`config.mk`:
```
export PLATFORM = sky130hd
export DESIGN_NAME = scoreboard
export DESIGN_NICKNAME = d
export VERILOG_FILES = /design/src/rtl/scoreboard_pkg.sv /design/src/rtl/scoreboard_checker.sv /design/src/rtl/scoreboard_instr_regs_decode.sv /design/src/rtl/scoreboard.sv
export SDC_FILE = /design/constraint.sdc
export NUM_CORES = 1
export LEC_CHECK = 0
export ABC_CLOCK_PERIOD_IN_PS = 12300
export BUFFER_PORTS_ARGS = -buffer_cell sky130_fd_sc_hd__buf_2
export CAP_MARGIN = 10
export CELL_PAD_IN_SITES_DETAIL_PLACEMENT = 0
export CELL_PAD_IN_SITES_GLOBAL_PLACEMENT = 1
export CORE_ASPECT_RATIO = 1.4
export CORE_MARGIN = 3
export CORE_UTILIZATION = 50
export CTS_CLUSTER_SIZE = 10
export DETAILED_ROUTE_END_ITERATION = 6
export PLACE_DENSITY = 0.83
export SLEW_MARGIN = 15
export SYNTH_ARGS = -nofsm -noshare
export SYNTH_HDL_FRONTEND = slang
export SYNTH_HIERARCHICAL = 1
export SYNTH_SLANG_ARGS = --single-unit
export TNS_END_PERCENT = 10
```
`constraint.sdc`:
```
create_clock -name clk -period 12.3 [get_ports clk]
set_input_delay 1.845 -clock clk [delete_from_list [all_inputs] [get_ports clk]]
set_output_delay 1.845 -clock clk [all_outputs]
set_load 0.1 [all_outputs]
```
`src/rtl/scoreboard_pkg.sv`:
```
// Shared CPU header: base opcodes, ALU op codes and scoreboard types.
// Consumed by the scoreboard top (optional SCOREBOARD_STATS_EN stall counter) and its decoder.
package scoreboard_pkg;

   localparam logic [6:0] OPC_LUI    = 7'b0110111;
   localparam logic [6:0] OPC_AUIPC  = 7'b0010111;
   localparam logic [6:0] OPC_JAL    = 7'b1101111;
   localparam logic [6:0] OPC_JALR   = 7'b1100111;
   localparam logic [6:0] OPC_BRANCH = 7'b1100011;
   localparam logic [6:0] OPC_LOAD   = 7'b0000011;
   localparam logic [6:0] OPC_STORE  = 7'b0100011;
   localparam logic [6:0] OPC_OP_IMM = 7'b0010011;
   localparam logic [6:0] OPC_OP     = 7'b0110011;

   typedef enum logic [3:0] {
      ALU_ADD  = 4'd0,
      ALU_SUB  = 4'd1,
      ALU_SLL  = 4'd2,
      ALU_SLT  = 4'd3,
      ALU_SLTU = 4'd4,
      ALU_XOR  = 4'd5,
      ALU_SRL  = 4'd6,
      ALU_SRA  = 4'd7,
      ALU_OR   = 4'd8,
      ALU_AND  = 4'd9
   } alu_op_e;

   localparam int NUM_REGS = 32;

   typedef logic [1:0] sb_cnt_t;
   localparam sb_cnt_t SB_CNT_MAX = 2'd3;

endpackage

```
`src/rtl/scoreboard_checker.sv`:
```
// Protocol checks for the scoreboard: decode must never issue into a stall.
module scoreboard_checker (
   input logic clk,
   input logic rst,
   input logic issue,
   input logic stall
);

   ap_no_issue_on_stall: assert property (@(posedge clk) disable iff (rst) !(issue && stall));

endmodule

```
`src/rtl/scoreboard_instr_regs_decode.sv`:
```
// Combinational register-field and register-usage decode of one instruction.
// A destination of x0 is reported as not written, so x0 is never tracked.
module instr_regs_decode
   import scoreboard_pkg::*;
(
   input  logic [31:0] instr,
   output logic [4:0]  rs1,
   output logic [4:0]  rs2,
   output logic [4:0]  rd,
   output logic        uses_rs1,
   output logic        uses_rs2,
   output logic        writes_rd
);

   logic [6:0] opcode_s;
   logic       writes_raw_s;
   logic       unused_fields_s;

   assign opcode_s        = instr[6:0];
   assign rd              = instr[11:7];
   assign rs1             = instr[19:15];
   assign rs2             = instr[24:20];
   assign unused_fields_s = ^{instr[31:25], instr[14:12]};

   // Opcode to usage; unknown opcodes read rs1 and write nothing
   always_comb begin
      uses_rs1     = 1'b1;
      uses_rs2     = 1'b0;
      writes_raw_s = 1'b0;
      case (opcode_s)
         OPC_LUI, OPC_AUIPC, OPC_JAL: begin
            uses_rs1     = 1'b0;
            writes_raw_s = 1'b1;
         end
         OPC_JALR, OPC_OP_IMM, OPC_LOAD: begin
            writes_raw_s = 1'b1;
         end
         OPC_OP: begin
            uses_rs2     = 1'b1;
            writes_raw_s = 1'b1;
         end
         OPC_STORE, OPC_BRANCH: begin
            uses_rs2     = 1'b1;
         end
         default: begin
            uses_rs1     = 1'b1;
         end
      endcase
   end

   assign writes_rd = writes_raw_s && (rd != 5'd0);

endmodule

```
`src/rtl/scoreboard.sv`:
```
// Register write scoreboard: 2-bit outstanding-write counters for x1..x31 with hazard stall.
// Define SCOREBOARD_STATS_EN to add the saturating stall_cycles counter output.
module scoreboard
   import scoreboard_pkg::*;
(
   input  logic        clk,
   input  logic        rst,
   input  logic [31:0] instr,
   input  logic        valid,
   input  logic        issue,
   input  logic        wb_en,
   input  logic [4:0]  wb_reg,
   input  logic        cancel_en,
   input  logic [4:0]  cancel_reg,
   output logic        stall,
   output logic [31:0] pending,
   output logic        sb_err
`ifdef SCOREBOARD_STATS_EN
   ,
   output logic [31:0] stall_cycles
`endif
);

   logic [4:0] rs1_s;
   logic [4:0] rs2_s;
   logic [4:0] rd_s;
   logic       uses_rs1_s;
   logic       uses_rs2_s;
   logic       writes_rd_s;
   logic       hazard_s;
   logic       inc_en_s;
   logic       err_s;
   logic       sb_err_r;
   logic [31:0] pending_r;
   sb_cnt_t    cnt_r     [NUM_REGS];
   sb_cnt_t    cnt_nxt_s [NUM_REGS];

   instr_regs_decode u_decode (
      .instr     (instr),
      .rs1       (rs1_s),
      .rs2       (rs2_s),
      .rd        (rd_s),
      .uses_rs1  (uses_rs1_s),
      .uses_rs2  (uses_rs2_s),
      .writes_rd (writes_rd_s)
   );

   // Hazard from registered counters only; no release-to-stall bypass
   always_comb begin
      hazard_s = (uses_rs1_s && (cnt_r[rs1_s] != 2'd0)) ||
                 (uses_rs2_s && (cnt_r[rs2_s] != 2'd0)) ||
                 (writes_rd_s && (cnt_r[rd_s] == SB_CNT_MAX));
      if (rst) begin
         stall = 1'b0;
      end else begin
         stall = valid && hazard_s;
      end
   end

   assign inc_en_s = issue && !stall && writes_rd_s;

   // Next count per register: +issue, -wb, -cancel, clamped to 0..3
   always_comb begin
      err_s        = 1'b0;
      cnt_nxt_s[0] = 2'd0;
      for (int i = 1; i < NUM_REGS; i++) begin
         logic [2:0] sum_v;
         logic [2:0] dec_v;
         sum_v = {1'b0, cnt_r[i]} + {2'b00, (inc_en_s && (rd_s == 5'(i)))};
         dec_v = {2'b00, (wb_en && (wb_reg == 5'(i)))} +
                 {2'b00, (cancel_en && (cancel_reg == 5'(i)))};
         if (sum_v < dec_v) begin
            cnt_nxt_s[i] = 2'd0;
            err_s        = 1'b1;
         end else if ((sum_v - dec_v) > 3'd3) begin
            cnt_nxt_s[i] = SB_CNT_MAX;
         end else begin
            cnt_nxt_s[i] = 2'(sum_v - dec_v);
         end
      end
   end

   // Counter, pending and sticky error state
   always_ff @(posedge clk) begin
      if (rst) begin
         for (int i = 0; i < NUM_REGS; i++) begin
            cnt_r[i] <= 2'd0;
         end
         pending_r <= 32'd0;
         sb_err_r  <= 1'b0;
      end else begin
         for (int i = 0; i < NUM_REGS; i++) begin
            cnt_r[i]     <= cnt_nxt_s[i];
            pending_r[i] <= (cnt_nxt_s[i] != 2'd0);
         end
         sb_err_r <= sb_err_r | err_s;
      end
   end

   assign pending = pending_r;
   assign sb_err  = sb_err_r;

`ifdef SCOREBOARD_STATS_EN
   logic [31:0] stall_cycles_r;

   // Saturating count of stalled cycles
   always_ff @(posedge clk) begin
      if (rst) begin
         stall_cycles_r <= 32'd0;
      end else if (stall && (stall_cycles_r != 32'hFFFF_FFFF)) begin
         stall_cycles_r <= stall_cycles_r + 32'd1;
      end else begin
         stall_cycles_r <= stall_cycles_r;
      end
   end

   assign stall_cycles = stall_cycles_r;
`endif

   scoreboard_checker u_chk (
      .clk   (clk),
      .rst   (rst),
      .issue (issue),
      .stall (stall)
   );

endmodule
```
==> out/results.ini, run 1 <==
[setup_path]
path_cells=buf_2 > or4_1 > nor2_1 > a211oi_1 > and2_1 > a32oi_1 > a22oi_1 > a41oi_2 > nor2b_2 > buf_4 > or2_1 > buf_2
reg2reg_depth=14
end_kind=output port
cp-start-kind=primary input
crit_buf_inv=3
critical_path.max_fanout=32
crit_type=in2out
crit_path_top_delay_cell=a211oi_1
crit_top_cell=buf_2
crit_family=buffers and inverters
slowest_delay_ps=550
worstPathArrival_ps=4950
required_ps=10450
cp.depth=12

[routing]
vias=7096
dr.pass1.iters=5
dr_wl_met2_um=11720
viasPerCell=5.750
postRouteAntennaNets=0
top_layer=met4
wl_um=23390
drc_errors=0
drt_iter0_drc=363
wl_per_cell_um=18.96
wl_met3_um=963
wl_met1_um=9216

[cells_and_area]
fill_cells=1641
area_delta_synth_final_pct=7.109
layout_commonest_cell=inv_1
mostFrequentLayoutCells=inv_1, ha_1, dfxtp_1
nNetsFinal=1234
stdcell_count=1234
diodes=0
drive_gt1_frac=0.1088

[cts]
clk_path_buf_depth=2
ctsResizeCount=0
clock-sinks=94
cts.root.buffer_cell=clkbuf_16
cts_tree=built
htree_num_levels=3
post_cts_buffers=0
cts-buffers-inserted=9
insertion_delay_ps=350
postCtsHoldBufs=0
path_clk_slew_ps=60

[pwr]
p_leak_nw=3.922
p_sw_frac=0.3471
p_total_w=0.0008358
pwr-share-comb=0.263
peakVddDrop_uv=63.01
p_int_w=0.0005457
power_switching_w=0.0002901
power_frac_seq=0.404
p_per_area_nw_per_um2=89.38
p_clk_frac=0.333

[timing]
slew-limit-headroom=0.5473
layout_setup_ws_ps=5502
fmax_mhz=147.1
maxSlewViolCount=0
fin_skew_ps=4.065
rsz0062_at_grt=no
hold_viol=0
setup-violations-final=0
period_minus_slack_ps=6798
fin_tns_setup_ps=0
holdWs_ps=658.0
tightest_slew_ps=679.0
finalCritPeriodShare=0.5526

[logic_synthesis]
avgSynthCellArea_um2=9.084
synth_top_area_share=0.2156
synth-async-reset-ratio=0
synth_area_um2=8730
ys_seq_elements=94
ys_seq_area_frac=0.2156
synth_ff_type=dfxtp_1
ys.warnings.count=6
synth_area_leaders=dfxtp_1, ha_1, fa_1
synth.largest_area_cell=dfxtp_1
synth_cell_type_count=62
synth-edff-count=0
synthCells=961
syn_nets=1195

[die]
die_h_um=162.3
die_x_um=117.7
start_util=0.5148
pin_count=82
die-area_um2=19100
core_area_um2=16960
std_cell_rows=56

[placement]
dpl_worst_slack_ps=5598
place_hpwl_um=18710
dpl.cell_count=1221
io_buffers=70
place.gp.congestion=0.9340

[run_status]
status=finished, final reports clean

[grt]
grtUsageTotal=0.2543
antenna_found_initial=0
grt_max_degree=34
grt_overflow_total=0
grt_pass1_wl_um=37810
grt_pass1_vias=7306

[worst_hold_path]
min_path_cells=3
min-delay-path-class=reg2reg

[run]
drv_cap=0

-- power by group through the flow --
| stage | logic, W | clock network (W) | registers (W) |
|---|---|---|---|
| after global routing | 0.000239 | 0.000298 | 0.000339 |
| after detailed placement | 0.000219 | 0 | 0.000344 |
| after floorplan | 0.000113 | 0 | 0.000400 |
| final | 0.000220 | 0.000278 | 0.000337 |
| after global placement | 0.000218 | 0 | 0.000343 |
| after CTS | 0.000220 | 0.000284 | 0.000337 |
-- through the flow --
| step | cell area (µm²) | util |
|---|---|---|
| global placement | 9072 | 0.5351 |
| floorplan | 8730 | - |
| CTS | 9350 | 0.5514 |
| global route | 9350 | 0.5514 |
| detailed placement | 9072 | 0.5351 |
| finish | 9350 | 0.5514 |
-- worst paths after layout --
check / start / endpoint / slack (ps)
min reg2reg: sb_err$_SDFF_PP0_ / sb_err$_SDFF_PP0_ / 660
min: sb_err$_SDFF_PP0_ / sb_err$_SDFF_PP0_ / 660
max: instr[7] / stall / 5500
max reg2reg: cnt_r[11][1]$_SDFF_PP0_ / sb_err$_SDFF_PP0_ / 7730
-- routing by layer --
metal | vias to the layer above | track usage
met1 | 3357 | 0.2931
met3 | 78 | 0.02953
met4 | 0 | 0.1627
met5 | - | 0
li1 | 3440 | -
met2 | 221 | 0.4486
-- cell families (layout without fill, tap and decap cells) --
group	count (synthesis)	in the layout	share of synthesized area
AND/OR/NAND/NOR	277	277	0.1641
adder cells (fa/ha/maj)	186	186	0.3199
buffers and inverters	178	219	0.09345
AO/OA/AOI/OAI	176	176	0.1324
flip-flops	94	94	0.2156
XOR/XNOR	31	31	0.03110
multiplexers	18	18	0.04300
other	1	1	0.0004296
-- tightest hold or removal path, stage by stage (launching register included) --
cell      delay [ps]
dfxtp_1          330
nand4b_1         110
nor4_1            50
a21oi_1          130
-- cell usage after synthesis, types with 5 or more instances --
cell type,instances
buf_4,17
xnor2_1,29
buf_2,6
nor2_1,93
nor4_1,35
nand3_1,15
o31ai_1,31
nor3_1,14
nand2b_1,35
dfxtp_1,94
o211ai_1,5
mux4_2,14
nand4_1,10
ha_1,124
o21ai_0,5
nand3b_1,5
fa_1,62
clkbuf_1,11
nand2_1,34
a31oi_1,32
nor2b_1,11
a21oi_1,75
buf_6,8
inv_1,132
-- sequential cells by signal, summed over array words and instances, names as in the netlist --
name / cells
cnt_r: 62
pending: 31
sb_err: 1
-- final cells by class --
cell class                 count  area, µm²  area share
tap                          232      290.3     0.03105
inverter                     134      503.0     0.05379
multi-input combinational    689       6032      0.6451
sequential                    94       1882      0.2013
clock buffer                  11      242.7     0.02596
timing repair buffer          72      365.4     0.03907
clock inverter                 2      35.03    0.003747
Power figures use the tool's default switching activity.
==> inputs of run 2 (changes only) <==
--- a/config.mk
+++ b/config.mk
@@ -5,17 +5,17 @@
 export SDC_FILE = /design/constraint.sdc
 export NUM_CORES = 1
 export LEC_CHECK = 0
-export ABC_CLOCK_PERIOD_IN_PS = 12300
+export ABC_CLOCK_PERIOD_IN_PS = 6350
 export BUFFER_PORTS_ARGS = -buffer_cell sky130_fd_sc_hd__buf_2
 export CAP_MARGIN = 10
 export CELL_PAD_IN_SITES_DETAIL_PLACEMENT = 0
 export CELL_PAD_IN_SITES_GLOBAL_PLACEMENT = 1
 export CORE_ASPECT_RATIO = 1.4
 export CORE_MARGIN = 3
-export CORE_UTILIZATION = 50
+export CORE_UTILIZATION = 47
 export CTS_CLUSTER_SIZE = 10
 export DETAILED_ROUTE_END_ITERATION = 6
-export PLACE_DENSITY = 0.83
+export PLACE_DENSITY = 0.79
 export SLEW_MARGIN = 15
 export SYNTH_ARGS = -nofsm -noshare
 export SYNTH_HDL_FRONTEND = slang
==> constraint.sdc (replaced) <==
create_clock -name clk -period 6.35 [get_ports clk]
set_input_delay 0.9525 -clock clk [delete_from_list [all_inputs] [get_ports clk]]
set_output_delay 0.9525 -clock clk [all_outputs]
set_load 0.1 [all_outputs]
==> run 2 against run 1 <==
Compared with the run above:
- cell area rose by 0.47%
- worst setup slack got worse by 4500 ps
- clock skew rose by 1.0 ps
==> out/results.ini, run 2 (synthesis results as in run 1) <==
[routing]
dr.pass1.iters=5  ; unchanged
drc_errors=0  ; unchanged
wl_per_cell_um=19.32  ; was 18.96 µm
drt_iter0_drc=466  ; was 363
wl_um=24110  ; was 23390 µm
viasPerCell=5.774  ; was 5.750
vias=7206  ; was 7096
postRouteAntennaNets=0  ; unchanged

[cts]
clock-sinks=94  ; unchanged
postCtsHoldBufs=0  ; unchanged
post_cts_buffers=0  ; unchanged
cts-buffers-inserted=9  ; unchanged
path_clk_slew_ps=70  ; was 60 ps
cts_tree=built  ; unchanged
clk_path_buf_depth=2  ; unchanged
insertion_delay_ps=350  ; about the same
htree_num_levels=3  ; unchanged
ctsResizeCount=0  ; unchanged
cts.root.buffer_cell=clkbuf_16  ; unchanged

[cells_and_area]
diodes=0  ; unchanged
stdcell_count=1248  ; was 1234
area_delta_synth_final_pct=7.611  ; was 7.109%
drive_gt1_frac=0.1131  ; was 0.1088
largest_reg_flops=62  ; unchanged
fill_cells=1730  ; was 1641
mostFrequentLayoutCells=inv_1, ha_1, dfxtp_1  ; unchanged
layout_commonest_cell=inv_1  ; unchanged
regMostFlops=cnt_r  ; unchanged
nNetsFinal=1237  ; was 1234

[pwr]
p_int_w=0.001047  ; was 0.0005457 W
pwr-share-comb=0.265  ; was 0.263
power_frac_seq=0.402  ; was 0.404
power_switching_w=0.0005776  ; was 0.0002901 W
p_per_area_nw_per_um2=173.0  ; was 89.38 nW/µm²
peakVddDrop_uv=113.5  ; was 63.01 µV
p_clk_frac=0.333  ; about the same
p_leak_nw=3.936  ; was 3.922 nW
p_sw_frac=0.3555  ; was 0.3471

[timing]
period_minus_slack_ps=5341
fin_skew_ps=5.076  ; was 4.065 ps
tightest_slew_ps=758.4  ; was 679.0 ps
slew-limit-headroom=0.4944  ; was 0.5473
fin_tns_setup_ps=0  ; unchanged
hold_viol=0  ; unchanged
setup-violations-final=0  ; unchanged
rsz0062_at_grt=no  ; unchanged
maxSlewViolCount=0  ; unchanged
fmax_mhz=187.2
finalCritPeriodShare=0.8411

[grt]
grt_pass1_wl_um=38210  ; was 37810 µm
grt_overflow_total=0  ; unchanged
grt_max_degree=34  ; unchanged
antenna_found_initial=0  ; unchanged
grt_pass1_vias=7356  ; was 7306
grtUsageTotal=0.2451  ; was 0.2543

[setup_path]
worstPathArrival_ps=5550  ; was 4950 ps
critical_path.max_fanout=17  ; was 32
end_kind=flop  ; was output port
cp-start-kind=primary input  ; unchanged
crit_type=in2reg  ; was in2out
required_ps=6560  ; was 10450 ps

[die]
start_util=0.4831  ; was 0.5148
die-area_um2=20270  ; was 19100 µm²
core_area_um2=18070  ; was 16960 µm²
pin_count=82  ; unchanged
std_cell_rows=58  ; was 56
die_h_um=167.3  ; was 162.3 µm
die_x_um=121.2  ; was 117.7 µm

[worst_hold_path]
min-delay-path-class=reg2reg  ; unchanged

[run]
drv_cap=0  ; unchanged

[placement]
place_hpwl_um=19470  ; was 18710 µm
place.gp.congestion=0.9471  ; was 0.9340
io_buffers=70  ; unchanged
dpl.cell_count=1232  ; was 1221

[run_status]
status=finished, final reports clean  ; unchanged

[run 2: through the flow]
stage / util / power (W) / cell area, µm² / setup slack (ps) / hold WS [ps]
6_report: 0.5199 / 0.001625 / 9394 / 1009 / 679.4
3_3_place_gp: 0.5039 / 0.001090 / 9105 / 818.9 / 620.5
2_1_floorplan: - / 0.0009937 / 8730 / 2035 / 768.8
5_1_grt: 0.5199 / 0.001702 / 9394 / 865.1 / 717.1
3_5_place_dp: 0.5039 / 0.001094 / 9105 / 779.7 / 661.2
4_1_cts: 0.5199 / 0.001639 / 9394 / 1150 / 678.9
[run 2: worst paths after layout]
kind                           from                end  slack, ps  depth (start not counted)
min               sb_err$_SDFF_PP0_  sb_err$_SDFF_PP0_        680                          3
max reg2reg  cnt_r[7][1]$_SDFF_PP0_  sb_err$_SDFF_PP0_       1610                         14
min reg2reg       sb_err$_SDFF_PP0_  sb_err$_SDFF_PP0_        680                          3
max                       instr[10]  sb_err$_SDFF_PP0_       1010                         18
[run 2: power groups by stage]
| stage | Combinational [W] | Clock, W | Sequential, W |
|---|---|---|---|
| 2_1_floorplan | 0.000220 | 0 | 0.000774 |
| 3_3_place_gp | 0.000425 | 0 | 0.000666 |
| 3_5_place_dp | 0.000428 | 0 | 0.000666 |
| 4_1_cts | 0.000430 | 0.000557 | 0.000653 |
| 5_1_grt | 0.000465 | 0.000580 | 0.000657 |
| 6_report | 0.000430 | 0.000542 | 0.000653 |
[run 2: critical path, cell delays in order]
cell and delay [ps]:
buf_2 170, or4_1 580, nor2_1 130, a211oi_1 130
and2_1 260, a32oi_1 230, a22oi_1 120, a41oi_2 220
nor2b_2 60, buf_4 200, nor4_1 350, ha_1 250
inv_1 60, fa_1 460, o31ai_1 370, nand4_1 230
nor4_1 620, a21oi_1 140
[run 2: layer usage]
metal,GRT usage,part of all wire,vias up
met5,0,0,-
met4,0.1360,0.061,0
met3,0.03514,0.049,81
met2,0.4318,0.51,241
met1,0.2821,0.38,3451
li1,-,-,3433
[run 2: cell type report]
cell class / instances / area, µm² / area share
Tap cell: 240 / 300.3 / 0.03197
Timing Repair Buffer: 75 / 387.9 / 0.04129
Sequential cell: 94 / 1882 / 0.2003
Clock buffer: 14 / 274.0 / 0.02917
Clock inverter: 2 / 15.01 / 0.001598
Multi-Input combinational cell: 689 / 6032 / 0.6421
Inverter: 134 / 503.0 / 0.05354
